`config.mk`:
```
export PLATFORM = sky130hd
export DESIGN_NAME = cache_ctrl
export DESIGN_NICKNAME = d
export VERILOG_FILES = /design/src/rtl/cache_ctrl.sv
export SDC_FILE = /design/constraint.sdc
export NUM_CORES = 1
export LEC_CHECK = 0
export ABC_AREA = 1
export CORE_MARGIN = 2
export CORE_UTILIZATION = 40
export DETAILED_ROUTE_END_ITERATION = 7
export PLACE_DENSITY_LB_ADDON = 0.2
export SLEW_MARGIN = 40
export SYNTH_ARGS = -nofsm -noshare
export SYNTH_HDL_FRONTEND = slang
export SYNTH_SLANG_ARGS = --single-unit
```
`constraint.sdc`:
```
create_clock -name clk -period 2.3 [get_ports clk]
set_clock_uncertainty 0.1 [all_clocks]
set_input_delay 0.46 -clock clk [delete_from_list [all_inputs] [get_ports clk]]
set_output_delay 0.46 -clock clk [all_outputs]
set_load 0.005 [all_outputs]
```
`src/rtl/cache_ctrl.sv`:
```
// Direct-mapped cache controller: 4-word lines, write-back of dirty victims and fill from memory.
// Hit completes two cycles after acceptance. Optional hit/miss counters are enabled by `define CACHE_CTRL_STATS_EN.
module cache_ctrl #(
  parameter  int INDEX_W = 9,
  localparam int AW      = 7 + INDEX_W
) (
  input  logic              clk,
  input  logic              rst,
  input  logic              cpu_req,
  input  logic              cpu_wr,
  input  logic [0:AW-1]     cpu_addr,
  input  logic [0:15]       cpu_wdata,
  output logic              cpu_ready,
  output logic              cpu_done,
  output logic [0:15]       cpu_rdata,
  output logic              set_enable,
  output logic [0:INDEX_W-1] set_index,
  output logic [0:1]        set_word,
  output logic              set_cmp,
  output logic              set_write,
  output logic [0:4]        set_tag,
  output logic [0:15]       set_data_in,
  output logic              set_valid_in,
  input  logic              set_hit,
  input  logic              set_dirty,
  input  logic              set_valid,
  input  logic [0:4]        set_tag_out,
  input  logic [0:15]       set_data_out,
  output logic              mem_req,
  output logic              mem_wr,
  output logic [0:AW-1]     mem_addr,
  output logic [0:15]       mem_wdata,
  input  logic [0:15]       mem_rdata,
  input  logic              mem_ack
`ifdef CACHE_CTRL_STATS_EN
  ,
  output logic [0:15]       hit_cnt,
  output logic [0:15]       miss_cnt
`endif
);

  typedef enum logic [2:0] {
    S_IDLE,
    S_COMPARE,
    S_WBACK,
    S_FILL,
    S_DONE
  } state_t;

  state_t            r_state;
  logic              r_wr;
  logic [0:AW-1]     r_addr;
  logic [0:15]       r_wdata;
  logic [0:4]        r_victim;
  logic [1:0]        r_cnt;
  logic [0:15]       r_rdata;

  logic [0:4]        w_tag;
  logic [0:INDEX_W-1] w_index;
  logic [0:1]        w_word;
  logic              w_hit;

  assign w_tag   = r_addr[0:4];
  assign w_index = r_addr[5:AW-3];
  assign w_word  = r_addr[AW-2:AW-1];
  assign w_hit   = set_hit & set_valid;

  always_ff @(posedge clk or posedge rst) begin
    if (rst) begin
      r_state  <= S_IDLE;
      r_wr     <= 1'b0;
      r_addr   <= '0;
      r_wdata  <= '0;
      r_victim <= '0;
      r_cnt    <= 2'd0;
      r_rdata  <= '0;
    end else begin
      case (r_state)
        S_IDLE: begin
          if (cpu_req) begin
            r_wr    <= cpu_wr;
            r_addr  <= cpu_addr;
            r_wdata <= cpu_wdata;
            r_state <= S_COMPARE;
          end
        end
        S_COMPARE: begin
          r_cnt <= 2'd0;
          if (w_hit) begin
            if (!r_wr) begin
              r_rdata <= set_data_out;
            end
            r_state <= S_DONE;
          end else if (set_valid && set_dirty) begin
            r_victim <= set_tag_out;
            r_state  <= S_WBACK;
          end else begin
            r_state <= S_FILL;
          end
        end
        S_WBACK: begin
          if (mem_ack) begin
            r_cnt <= r_cnt + 2'd1;
            if (r_cnt == 2'd3) begin
              r_state <= S_FILL;
            end
          end
        end
        S_FILL: begin
          if (mem_ack) begin
            r_cnt <= r_cnt + 2'd1;
            if (r_cnt == 2'd3) begin
              r_state <= S_COMPARE;
            end
          end
        end
        S_DONE: begin
          r_state <= S_IDLE;
        end
        default: begin
          r_state <= S_IDLE;
        end
      endcase
    end
  end

  // Set and memory strobes are decoded from state so that a fill beat can be
  // written into the set in the same cycle its mem_ack arrives.
  always_comb begin
    cpu_ready    = (r_state == S_IDLE);
    cpu_done     = (r_state == S_DONE);
    cpu_rdata    = r_rdata;
    set_enable   = 1'b0;
    set_index    = '0;
    set_word     = '0;
    set_cmp      = 1'b0;
    set_write    = 1'b0;
    set_tag      = '0;
    set_data_in  = '0;
    set_valid_in = 1'b0;
    mem_req      = 1'b0;
    mem_wr       = 1'b0;
    mem_addr     = '0;
    mem_wdata    = '0;
    case (r_state)
      S_COMPARE: begin
        set_enable   = 1'b1;
        set_cmp      = 1'b1;
        set_write    = r_wr;
        set_tag      = w_tag;
        set_index    = w_index;
        set_word     = w_word;
        set_data_in  = r_wdata;
        set_valid_in = r_wr;
      end
      S_WBACK: begin
        set_enable = 1'b1;
        set_index  = w_index;
        set_word   = r_cnt;
        mem_req    = 1'b1;
        mem_wr     = 1'b1;
        mem_addr   = {r_victim, w_index, r_cnt};
        mem_wdata  = set_data_out;
      end
      S_FILL: begin
        mem_req  = 1'b1;
        mem_addr = {w_tag, w_index, r_cnt};
        if (mem_ack) begin
          set_enable   = 1'b1;
          set_write    = 1'b1;
          set_valid_in = 1'b1;
          set_tag      = w_tag;
          set_index    = w_index;
          set_word     = r_cnt;
          set_data_in  = mem_rdata;
        end
      end
      default: begin
      end
    endcase
  end

`ifdef CACHE_CTRL_STATS_EN
  logic        r_refill;
  logic [0:15] r_hit_cnt;
  logic [0:15] r_miss_cnt;

  // r_refill marks the re-compare after a fill so it is not counted twice.
  always_ff @(posedge clk or posedge rst) begin
    if (rst) begin
      r_refill   <= 1'b0;
      r_hit_cnt  <= '0;
      r_miss_cnt <= '0;
    end else begin
      if (r_state == S_FILL && mem_ack && r_cnt == 2'd3) begin
        r_refill <= 1'b1;
      end else if (r_state == S_DONE) begin
        r_refill <= 1'b0;
      end
      if (r_state == S_COMPARE && !r_refill) begin
        if (w_hit) begin
          if (r_hit_cnt != 16'hFFFF) begin
            r_hit_cnt <= r_hit_cnt + 16'd1;
          end
        end else begin
          if (r_miss_cnt != 16'hFFFF) begin
            r_miss_cnt <= r_miss_cnt + 16'd1;
          end
        end
      end
    end
  end

  assign hit_cnt  = r_hit_cnt;
  assign miss_cnt = r_miss_cnt;
`endif

endmodule

```
==> results of run 1 <==
==> timing repair <==
| item | 4_1_cts | 5_1_grt |
|---|---|---|
| gates cloned | 3 | 0 |
| pin swaps | 3 | 5 |
| resized for setup | 111 | 69 |
| hold buffers | 0 | 0 |
| setup endpoints to repair | 69 | 83 |
| setup buffers | 18 | 8 |
==> Yosys cell counts, drive strengths merged <==
master	n	share of area
nand2	187	0.23
o211ai	1	0.0024
dfrtp	59	0.47
o21ai	7	0.011
o22ai	1	0.0020
nand3	44	0.074
clkbuf	7	0.0084
buf	14	0.027
nor2	51	0.073
ha	1	0.0040
inv	45	0.054
clkinv	2	0.0024
nand4	21	0.042
==> power groups by stage <==
stage / Combinational, µW / Clock (µW) / Sequential [µW]
3_5_place_dp: 3260 / 0 / 1800
2_1_floorplan: 1440 / 0 / 1760
4_1_cts: 3440 / 950 / 1790
6_report: 3560 / 930 / 1800
3_3_place_gp: 3180 / 0 / 1780
5_1_grt: 3930 / 984 / 1860
==> flip-flops by register name, summed over array words and instances, names as in the netlist <==
register	flops
r_state	3
r_wr	1
r_victim	5
r_cnt	2
r_addr	16
cpu_rdata	16
r_wdata	16
==> critical path, delay by kind of cell, from the launching register on <==
family                 cells  cell delay, ns
buffers and inverters      3            0.79
flip-flops                 1            0.44
AND/OR/NAND/NOR            2            0.20
==> metrics by stage <==
step                total power, µW  hold slack [ns]  instance area (µm²)  worst slack, ns  TNS (ns)
finish                         6300            0.355                 5350          -0.0197    -0.116
global route                   6770            0.387                 5350           -0.121     -1.76
CTS                            6180            0.356                 5330          -0.0413    -0.352
detailed placement             5060            0.357                 4950           -0.278     -7.20
global placement               4960            0.354                 4950           -0.264     -6.95
floorplan                      3200            0.342                 3120            0.284         0
==> path summary, 6_finish.rpt <==
path / slack, ns / endpoint / from / cells after the start
setup reg to reg: 0.21 / cpu_rdata[2] / r_state[2] / 10
setup / recovery: -0.02 / mem_wdata[12] / r_state[2] / 5
min in group clk: 0.37 / cpu_rdata[13] / cpu_rdata[13] / 2
max in group asynchronous: 1.16 / r_wdata[12] / rst / 3
hold / removal: 0.35 / cpu_rdata[14] / rst / 2
hold reg to reg: 0.37 / cpu_rdata[13] / cpu_rdata[13] / 2
==> layer usage <==
layer / vias to the layer above / track usage
met2: 139 / 0.425
met4: 0 / 0.0821
li1: 1761 / -
met3: 15 / 0.0513
met5: - / 0
met1: 1724 / 0.301
==> area by class of cell <==
cell class | count | area, µm²
Tap cell | 102 | 128
Timing Repair Buffer | 208 | 1920
Clock inverter | 2 | 35.0
Sequential cell | 59 | 1480
Inverter | 47 | 179
Clock buffer | 13 | 159
Multi-Input combinational cell | 314 | 1450
Fill cell | 626 | 2300
==> kinds of logic (layout without fill, tap and decap cells) <==
family / Yosys count / in the layout / synth area share
adder cells (fa/ha/maj): 1 / 1 / 0.00401
flip-flops: 59 / 59 / 0.473
AO/OA/AOI/OAI: 9 / 9 / 0.0156
buffers and inverters: 68 / 270 / 0.0922
AND/OR/NAND/NOR: 303 / 304 / 0.415
==> out/summary.json, run 1 <==
{
  "io_buffers": {"value": 164},
  "synth_seq_cells": {"value": 59},
  "dieArea": {"value": 8520, "unit": "µm²"},
  "worst_path_max_delay_cell": {"value": "sky130_fd_sc_hd__clkdlybuf4s50_1"},
  "timing.max_cap.violations": {"value": 0},
  "dr_total_vias": {"value": 3639},
  "post-place-cells": {"value": 704},
  "clk_pin_slew_worst_paths": {"value": 0.06, "unit": "ns"},
  "cts-buffers-inserted": {"value": 9},
  "mappedNetlistArea": {"value": 3120, "unit": "µm²"},
  "most_frequent_standard_cell_in_the_layout_excluding_fill_and_tap_cells": {"value": "sky130_fd_sc_hd__nand2_1"},
  "switching_share": {"value": 0.385},
  "setup_viol": {"value": 11},
  "setup.worst_path.end_class": {"value": "output pin"},
  "grt_first_pass_wirelength": {"value": 16700, "unit": "µm"},
  "crit_path_max_fanout": {"value": 17},
  "ys_types": {"value": 19},
  "path_cells": {"value": "inv_2 > nand3_4 > buf_8 > nor2_1 > clkdlybuf4s50_1"},
  "fin_ws": {"value": -0.0197, "unit": "ns"},
  "post_route_cells_drive_above_1_share": {"value": 0.187},
  "antenna_found_initial": {"value": 0},
  "clock_sinks": {"value": 59},
  "p_int": {"value": 3870, "unit": "µW"},
  "syn_avg_cell_area": {"value": 7.09, "unit": "µm²"},
  "criticalPathCategory": {"value": "register to output pin"},
  "pin_count_of_the_biggest_net_entering_global_routing": {"value": 35},
  "met1_length": {"value": 4300, "unit": "µm"},
  "fin_util": {"value": 0.699},
  "initial_utilization": {"value": 0.408},
  "later_pin_clock_latency_in_the_skew_report": {"value": 0.32, "unit": "ns"},
  "nets": {"value": 717},
  "place_hpwl": {"value": 6980, "unit": "µm"},
  "rows": {"value": 32},
  "pwr_density_cell": {"value": 1180, "unit": "nW/µm²"},
  "post-route-drc-count": {"value": 0},
  "clock_network_power_share": {"value": 0.148},
  "chipWidth": {"value": 92.3, "unit": "µm"},
  "max_freq": {"value": 431, "unit": "MHz"},
  "layoutNonFillerInstCount": {"value": 745},
  "detailroute.wirelength.met3": {"value": 637, "unit": "µm"},
  "fin_crit": {"value": 2.32, "unit": "ns"},
  "placeableCoreArea": {"value": 7650, "unit": "µm²"},
  "yosys_warnings": {"value": 0},
  "drtAntennaViolNets": {"value": 0},
  "grt_pass1_vias": {"value": 3610},
  "final_worst_path_period_share": {"value": 1.01},
  "power.share.sequential": {"value": 0.286},
  "yosysSeqAreaShare": {"value": 0.473},
  "drtIter0Drc": {"value": 96},
  "worst_hold_path_type": {"value": "input port to asynchronous set/reset pin"},
  "total_length_of_routed_met2_wires": {"value": 5120, "unit": "µm"},
  "layout_common_cells": {"value": "sky130_fd_sc_hd__nand2_1 (178), sky130_fd_sc_hd__clkdlybuf4s50_1 (108), sky130_fd_sc_hd__dfrtp_1 (57)"},
  "global_route.overflow_total": {"value": 0},
  "cp_data_required_time": {"value": 1.74, "unit": "ns"},
  "finalHoldViolations": {"value": 0},
  "cts-root-to-sink-buffers": {"value": 2},
  "area_growth_syn_to_layout": {"value": 71.3, "unit": "%"},
  "worstSetupStartpointType": {"value": "register"},
  "slew_viols_final": {"value": 0},
  "worst-endpoint-arrival": {"value": 1.76, "unit": "ns"},
  "num_antenna_cells": {"value": 0},
  "status": {"value": "finished, violations left"},
  "firstDrtPassIters": {"value": 4},
  "p_leak": {"value": 0.00291, "unit": "µW"},
  "failed_checks": {"value": "setup timing"},
  "drt-vias-per-instance": {"value": 4.88},
  "cts_htree_levels": {"value": 3},
  "critical-path-max-stage-delay": {"value": 0.50, "unit": "ns"},
  "die_h": {"value": 92.3, "unit": "µm"},
  "routabilityCongestion": {"value": 0.834},
  "ir_worst_vdd": {"value": 664, "unit": "µV"},
  "grt_usage": {"value": 0.244},
  "wl_per_cell": {"value": 13.7, "unit": "µm"},
  "num_io_pins": {"value": 165},
  "cts_tree": {"value": "built"},
  "grt_setup_unrepaired": {"value": "true"},
  "cts_root_buf": {"value": "sky130_fd_sc_hd__clkbuf_8"},
  "p_comb_frac": {"value": 0.566},
  "count_of_mapped_cells_out_of_synthesis": {"value": 440},
  "number_of_nets_in_the_synthesized_netlist": {"value": 518},
  "max_slew.worst_pin.slew": {"value": 0.423, "unit": "ns"},
  "top_layer_used": {"value": "met4"},
  "post_route_wl": {"value": 10200, "unit": "µm"},
  "p_switching": {"value": 2430, "unit": "µW"},
  "max-slew-margin-rel": {"value": 0.718}
}
(Power assumes the default switching activity.)
==> run 2: changes to the inputs <==
- CTS_CLUSTER_DIAMETER: not set -> 30
==> results of run 2 <==
Same layout as run 1: the final DEF is identical, and so are final timing and power.
==> run 3: changes to the inputs <==
- CAP_MARGIN: not set -> 20
==> results of run 3 <==
Same layout as run 1: the final DEF is identical, and so are final timing and power.
